### config.mk
export PLATFORM = sky130hd
export DESIGN_NAME = instr_fetch
export DESIGN_NICKNAME = d
export VERILOG_FILES = /design/src/rtl/instr_fetch_pkg.sv /design/src/rtl/instr_fetch_fifo.sv /design/src/rtl/instr_fetch.sv
export SDC_FILE = /design/constraint.sdc
export NUM_CORES = 1
export LEC_CHECK = 0
export CAP_MARGIN = 10
export CORE_ASPECT_RATIO = 1.25
export CORE_MARGIN = 2
export CORE_UTILIZATION = 49
export DETAILED_ROUTE_END_ITERATION = 10
export PLACE_DENSITY = 0.81
export SYNTH_ARGS = -nofsm -noshare
export SYNTH_HDL_FRONTEND = slang
export SYNTH_SLANG_ARGS = --single-unit
### constraint.sdc
create_clock -name clk -period 20.8 [get_ports clk]
set_input_delay 3.12 -clock clk [delete_from_list [all_inputs] [get_ports clk]]
set_output_delay 3.12 -clock clk [all_outputs]
set_load 0.01 [all_outputs]
### src/rtl/instr_fetch_pkg.sv
// Shared processor definitions for the fetch stage: FSM encoding, PC step,
// and the layout and depth of the fetch FIFO.
package instr_fetch_pkg;

  typedef enum logic {
    ST_RUN   = 1'b0,
    ST_FAULT = 1'b1
  } fetch_state_t;

  localparam logic [31:0] INSTR_STEP = 32'd4;
  localparam int          FIFO_DEPTH = 2;

  typedef struct packed {
    logic [31:0] pc;
    logic [31:0] instr;
  } fetch_entry_t;

endpackage

### src/rtl/instr_fetch_fifo.sv
// fetch_fifo: 2-entry FIFO of {pc, instr} pairs with flush; the head entry
// is cleared on reset so the outputs read zero until the first push.
module fetch_fifo
  import instr_fetch_pkg::*;
(
  input  logic         clk,
  input  logic         rst,
  input  logic         push,
  input  logic         pop,
  input  logic         flush,
  input  fetch_entry_t din,
  output fetch_entry_t dout,
  output logic         full,
  output logic         empty
);

  fetch_entry_t mem [FIFO_DEPTH];
  logic         wr_ptr;
  logic         rd_ptr;
  logic [1:0]   count;

  assign dout  = mem[rd_ptr];
  assign full  = (count == 2'(FIFO_DEPTH));
  assign empty = (count == 2'd0);

  always_ff @(posedge clk) begin
    if (rst) begin
      mem[0] <= '0;
      mem[1] <= '0;
      wr_ptr <= 1'b0;
      rd_ptr <= 1'b0;
      count  <= 2'd0;
    end else if (flush) begin
      // a pop in the same cycle has already been consumed by the receiver
      wr_ptr <= 1'b0;
      rd_ptr <= 1'b0;
      count  <= 2'd0;
    end else begin
      if (push) begin
        mem[wr_ptr] <= din;
        wr_ptr      <= ~wr_ptr;
      end
      if (pop) rd_ptr <= ~rd_ptr;
      case ({push, pop})
        2'b10:   count <= count + 2'd1;
        2'b01:   count <= count - 2'd1;
        default: count <= count;
      endcase
    end
  end

endmodule

### src/rtl/instr_fetch.sv
// Instruction fetch stage: sequential PC with redirect, 2-deep output FIFO,
// and a sticky fault on misaligned redirects or running past instruction memory.
//
//   state    | meaning
//   ---------+---------------------------------------------------------
//   ST_RUN   | fetching; push {pc, instr} whenever the FIFO has room
//   ST_FAULT | stopped; PC frozen, redirects ignored, FIFO drains; exit on rst
module instr_fetch
  import instr_fetch_pkg::*;
#(
  parameter logic [31:0] RESET_PC   = 32'h0000_0000,
  parameter int          IMEM_WORDS = 32
) (
  input  logic        clk,
  input  logic        rst,
  output logic [31:0] imem_addr,
  input  logic [31:0] imem_instr,
  input  logic        redirect_valid,
  input  logic [31:0] redirect_pc,
  output logic        out_valid,
  input  logic        out_ready,
  output logic [31:0] out_instr,
  output logic [31:0] out_pc,
  output logic        fault
);

  localparam logic [31:0] IMEM_LIMIT = 32'(IMEM_WORDS * 4);

  fetch_state_t state;
  logic [31:0]  pc;
  logic         full;
  logic         empty;
  logic         pop;
  logic         push;
  logic         flush;
  logic         in_run;
  logic         pc_oob;
  fetch_entry_t head;

  assign imem_addr = pc;
  assign in_run    = (state == ST_RUN);
  assign pc_oob    = (pc >= IMEM_LIMIT);
  assign pop       = out_valid & out_ready;
  assign flush     = in_run & redirect_valid;
  assign push      = in_run & ~redirect_valid & ~pc_oob & (~full | pop);

  assign out_valid = ~empty;
  assign out_pc    = head.pc;
  assign out_instr = head.instr;

  fetch_fifo u_fifo (
    .clk   (clk),
    .rst   (rst),
    .push  (push),
    .pop   (pop),
    .flush (flush),
    .din   ('{pc: pc, instr: imem_instr}),
    .dout  (head),
    .full  (full),
    .empty (empty)
  );

  always_ff @(posedge clk) begin
    if (rst) begin
      state <= ST_RUN;
      pc    <= RESET_PC;
      fault <= 1'b0;
    end else begin
      case (state)
        ST_RUN: begin
          if (redirect_valid) begin
            pc <= redirect_pc;
            if (redirect_pc[1:0] != 2'b00) begin
              state <= ST_FAULT;
              fault <= 1'b1;
            end
          end else if (pc_oob) begin
            state <= ST_FAULT;
            fault <= 1'b1;
          end else if (push) begin
            pc <= pc + INSTR_STEP;
          end
        end
        ST_FAULT: begin
          state <= ST_FAULT;
        end
      endcase
    end
  end

endmodule

# Yosys cells after proc, flatten, opt, wreduce, memory -nomap -nowiden
# Memories as Yosys holds them, arrays and structs flattened. A register that Yosys moved wholly into a read port is not among the register bits.
# Index checks and enable logic that the tools add are counted.
# totals
mem_count	1
ramBits	128
regBits	38
out_inout_bits	98
input_bits	68
# memory_table
memory	words	width	rd	rd_ports_with_merged_regs	wr	line	source
u_fifo.mem	2	64	1	1	2	instr_fetch_fifo.sv:17	fetch_entry_t mem [FIFO_DEPTH];
# classes
magnitude_cmp	1
add_sub_neg	3
eq_ne	5
mux	22
bitwise_logic	13
n_reduce_logical	9
# op_table
cell	n
$mux 32	3
$mux 64	1
$reduce_or 64->1	1
$add 32x3->32 const B	1
$ge 32x8->1 const B	1
$mux 1	16
$reduce_bool 2->1	4
$not 1->1	7
$reduce_and 3->1	2
$and 1x1->1	5
$eq 2x2->1 const B	2
$pmux 2 s2	1
$add 2x1->2 const B	1
$eq 2x1->1 const B	1
$logic_not 2->1	1
$ne 2x1->1 const B	1
$ne 2x2->1 const B	1
$pmux 1 s2	1
$reduce_or 2->1	1
$sub 2x1->2 const B	1
$or 1x1->1	1

# Logic depth before layout (Yosys ltp)
# logic_depth
ltp_word	11
mapped_depth	9

# Hierarchy
# A second synthesis with hierarchy kept.
# unflattened
cells_unflattened	625
hier_area_um2	7775.0
# by_module_without_submodules
mod	cells_each	n_inst	seq_area_each_um2	area_each_um2
fetch_fifo	381	1	3943.8	5794.3
instr_fetch	244	1	680.7	1980.6

# Worst setup path before layout
# No wires, ideal clock.
# synth_timing
path_type	input to register
from	in redirect_valid
to	mem u_fifo.mem[0][0] in the netlist's numbering, enable pin
required_ns	20.226
arrival_time_ns	8.449
setup_slack_ns	11.776
n_path_buf	0
path_stages	5
setup_ns	0.574
path_cell_list	nor4_2 -> nand4_2 -> nor3_4 -> inv_4 -> o21ai_0
# synth_lines
element	line	source
start: declaration	instr_fetch.sv:18	input logic redirect_valid,
end: declaration	instr_fetch_fifo.sv:17	

==> results.txt <==
The total vias in the final route came out at 5120. The routed length per instance is 17.8 µm. TritonCTS built the clock tree.

The final layout contains routed wiring with a total length of 16800 µm. The number of gates resized after cts is 0. The area of the mapped netlist is 7180 µm².

The share of layout cells above drive strength 1 is 0.156. In this run the power density over the cells is 79.5 nW/µm². Yosys mapped a number of flops with a built-in enable equal to 128.

Of the total power, registers draw 0.499. The clock drives 167 sinks. The setup clock skew after layout came out at 0.0113 ns. For the worst flop-to-flop path, the logic depth is 5.

The final number of hold-violating endpoints is 0. From left edge to right edge, the die measures 112 µm. The arrival time at the worst endpoint is 5.85 ns. The latest clock arrival within the worst-skew pair is 0.41 ns. The worst hold path startpoint is imem_addr[30]$_SDFFE_PP0P_.

The post-place setup slack is 14.71 ns. The delay of the slowest cell on the worst path is 0.98 ns. The die area came out at 15600 µm².

The buffers inserted during post-CTS setup optimization is 0. The critical path is of the input pin to register type. The start of the worst register-to-register path is imem_addr[26]$_SDFFE_PP0P_. Max-cap violations in this run came to 0.

Counting flops and latches in the post-synthesis netlist gives 167. Across all register-to-register paths, the minimum setup slack is 17.97 ns. The number of antenna violations at the first check in global routing is 0. The worst path meets setup with 15.22 ns of slack.

The number of rows created at floorplan is 49. The largest net degree at the start of global routing came out at 65. In this run the standard cell core region covers 14300 µm². The worst setup path is captured at a register. The final layout contains 821 nets. The switching part of the total came out at 0.228. The worst hold path was traced through 2 stages. The number of buffers created by CTS is 17. The met1 track demand over resource in global routing is 0.254.

The number of instances in the placed design came out at 907. The count of fill cells added during filler insertion came out at 1046. For this run, the detailed router's first-pass iteration total came to 5. The run finished with clean final reports. The remaining design rule violation count is 0.

The vertical extent of the die came out at 139 µm. The slew at the pin closest to its max-slew limit came out at 1.16 ns. The final count of pins violating max slew was 0. The total routing resource utilization after global routing is 0.220. The starting density of the core is 0.501. The endpoint identified for the worst register-to-register timing path is u_fifo.mem[1][18]$_SDFFCE_PN0P_. The maximum VDD drop is 0.0575 mV. Of the total power, combinational logic draws 0.106. The HPWL after detailed placement came out at 11000 µm. STA classifies the critical path startpoint as an input pin. Traced cell by cell, the critical path runs through clkdlybuf4s50_1 -> buf_4 -> nor4_2 -> nand4_2 -> nor3_4 -> and3_1 -> and2_1. The highest fanout seen on the critical path came out at 39. Buffers inserted to repair hold after CTS numbered 0.

The repair_antennas step left the layout with diodes totalling 0. The fmax came out at 179 MHz. The met2 track utilization from global routing is 0.388. The number of unique standard cell types used by synthesis came out at 55. The async set-reset flop share out of synthesis came out at 0. The first global-routing pass estimated 27000 µm of wire. The final setup violation count is 0. The met3 track utilization from global routing came out at 0.0510. The dominant synthesized flop cell is edfxtp_1. The clock transition at the registers of the reported paths came out at 0.07 ns. Routability-driven placement finished with a final weighted congestion of 0.873. The mean instance size in the synthesized netlist came out at 13.3 µm². The part of the cycle the worst path needs came out at 0.268. Internal power comes to 0.600 mW. The required time reported for the critical path endpoint came out at 21.07 ns. The overflow left after global routing came out at 0. For this design, the slowest cell found on the critical path is and3_1.

The violation count after the first detailed-route iteration came out at 289. The maximum root-to-sink buffer count came out at 2. The antenna violation net count after detailed routing is 0. The part of the total power dissipated in the clock network came out at 0.395.

The most crowded layer after global routing is met2. The normalized max-slew margin came out at 0.222. The setup TNS is 0 ns.

The root buffer cell chosen for the clock tree is clkbuf_16. The clock tree synthesis step divided the H-tree into 4 levels. The worst-case hold slack is 0.510 ns. The min-delay analysis places its worst path in the category register to register. The non-filler instance count after layout is 941. The final critical delay including setup and external delays is 5.58 ns. The number of buffer cells added on primary ports is 165. The via count of the first global-routing pass came out at 5372.

Summed over all cells, the static leakage comes to 3.56 nW. In the synthesized netlist, the number of instances is 538. Setup repair after global routing left no endpoint under its margin. After detailed routing, the number of vias per cell comes to 5.44. For this run, the register share of the synthesized area comes to 0.644. The number of ports placed on the die boundary is 166.

From synthesis to final layout, the design area changed by 36.1%. The switching power is 0.177 mW. The Yosys warning count came out at 0.

The final core utilization is 0.681. For hold timing, the worst endpoint is imem_addr[30]$_SDFFE_PP0P_.
[layer usage]
layer	wire [µm]	vias up
li1	-	2376
met3	1120	32
met2	8810	213
met1	6380	2499
met5	0	-
met4	447	0
[power groups by stage]
| stage | logic (mW) | clock network, mW | registers [mW] |
|---|---|---|---|
| finish | 0.0822 | 0.307 | 0.388 |
| global route | 0.0890 | 0.326 | 0.390 |
| CTS | 0.0822 | 0.312 | 0.388 |
| detailed placement | 0.0814 | 0 | 0.395 |
| global placement | 0.0804 | 0 | 0.393 |
| floorplan | 0.0357 | 0 | 0.394 |
[area by class of cell]
type | count | area, µm² | share of cell area
Clock inverter | 13 | 146 | 0.0150
Tap cell | 178 | 223 | 0.0228
Clock buffer | 19 | 433 | 0.0443
Sequential cell | 167 | 4630 | 0.473
Multi-Input combinational cell | 384 | 2580 | 0.264
Inverter | 7 | 28.8 | 0.00294
Timing Repair Buffer | 173 | 1730 | 0.177
[worst max path at each step]
stage / slack, ns / startpoint / to
floorplan: 11.78 / redirect_valid / u_fifo.mem[0][0]$_SDFFCE_PN0P_
global placement: 14.83 / redirect_valid / u_fifo.mem[1][13]$_SDFFCE_PN0P_
detailed placement: 14.71 / redirect_valid / u_fifo.mem[1][14]$_SDFFCE_PN0P_
CTS: 15.12 / redirect_valid / u_fifo.mem[0][26]$_SDFFCE_PN0P_
global route: 14.96 / redirect_valid / u_fifo.mem[1][18]$_SDFFCE_PN0P_
finish: 15.22 / redirect_valid / u_fifo.mem[1][18]$_SDFFCE_PN0P_
[cell usage after synthesis, drive strengths merged, types with 8 or more instances]
library cell	instances	area share
a21oi	24	0.017
nand2	42	0.022
o21ai	8	0.0056
clkbuf	18	0.0094
nor4	10	0.012
buf	11	0.011
and2	77	0.067
nor3	14	0.013
edfxtp	128	0.54
mux2	64	0.10
nor2	14	0.0073
nand3	16	0.011
dfxtp	39	0.11
[worst max-delay path: cells and delay by family]
kind,cells,cell delay (ns)
buffers and inverters,2,0.64
and+or+nand+nor,5,2.08
[cell usage in the layout, fill, tap and decap left out, drive strengths merged, types with 14 or more instances in the layout]
cell / n
clkbuf: 19
mux2: 64
edfxtp: 128
and2: 77
nand3: 16
nand2: 42
nor3: 14
conb: 50
nor2: 14
a21oi: 24
dfxtp: 39
clkdlybuf4s50: 165
[flip-flops by register name, summed over array words and instances (netlist names), named ones only]
register,flops
state,1
fault,1
imem_addr,32
u_fifo.rd_ptr,1
u_fifo.mem,128
u_fifo.wr_ptr,1
u_fifo.count,2
[stage by stage]
stage	power [mW]	instance area, µm²
final	0.777	9770
after global routing	0.805	9770
after CTS	0.782	9740
after detailed placement	0.476	9160
after global placement	0.474	9160
after floorplan	0.429	7360
[logic make-up after synthesis]
logic type | synth area share
compound gates | 0.0657
xor+xnor | 0.00610
fa+ha+maj | 0.00523
buf+inv | 0.0240
flops | 0.644
mux | 0.103
other cells | 0.000522
simple gates | 0.151
(Power assumes the default switching activity.)
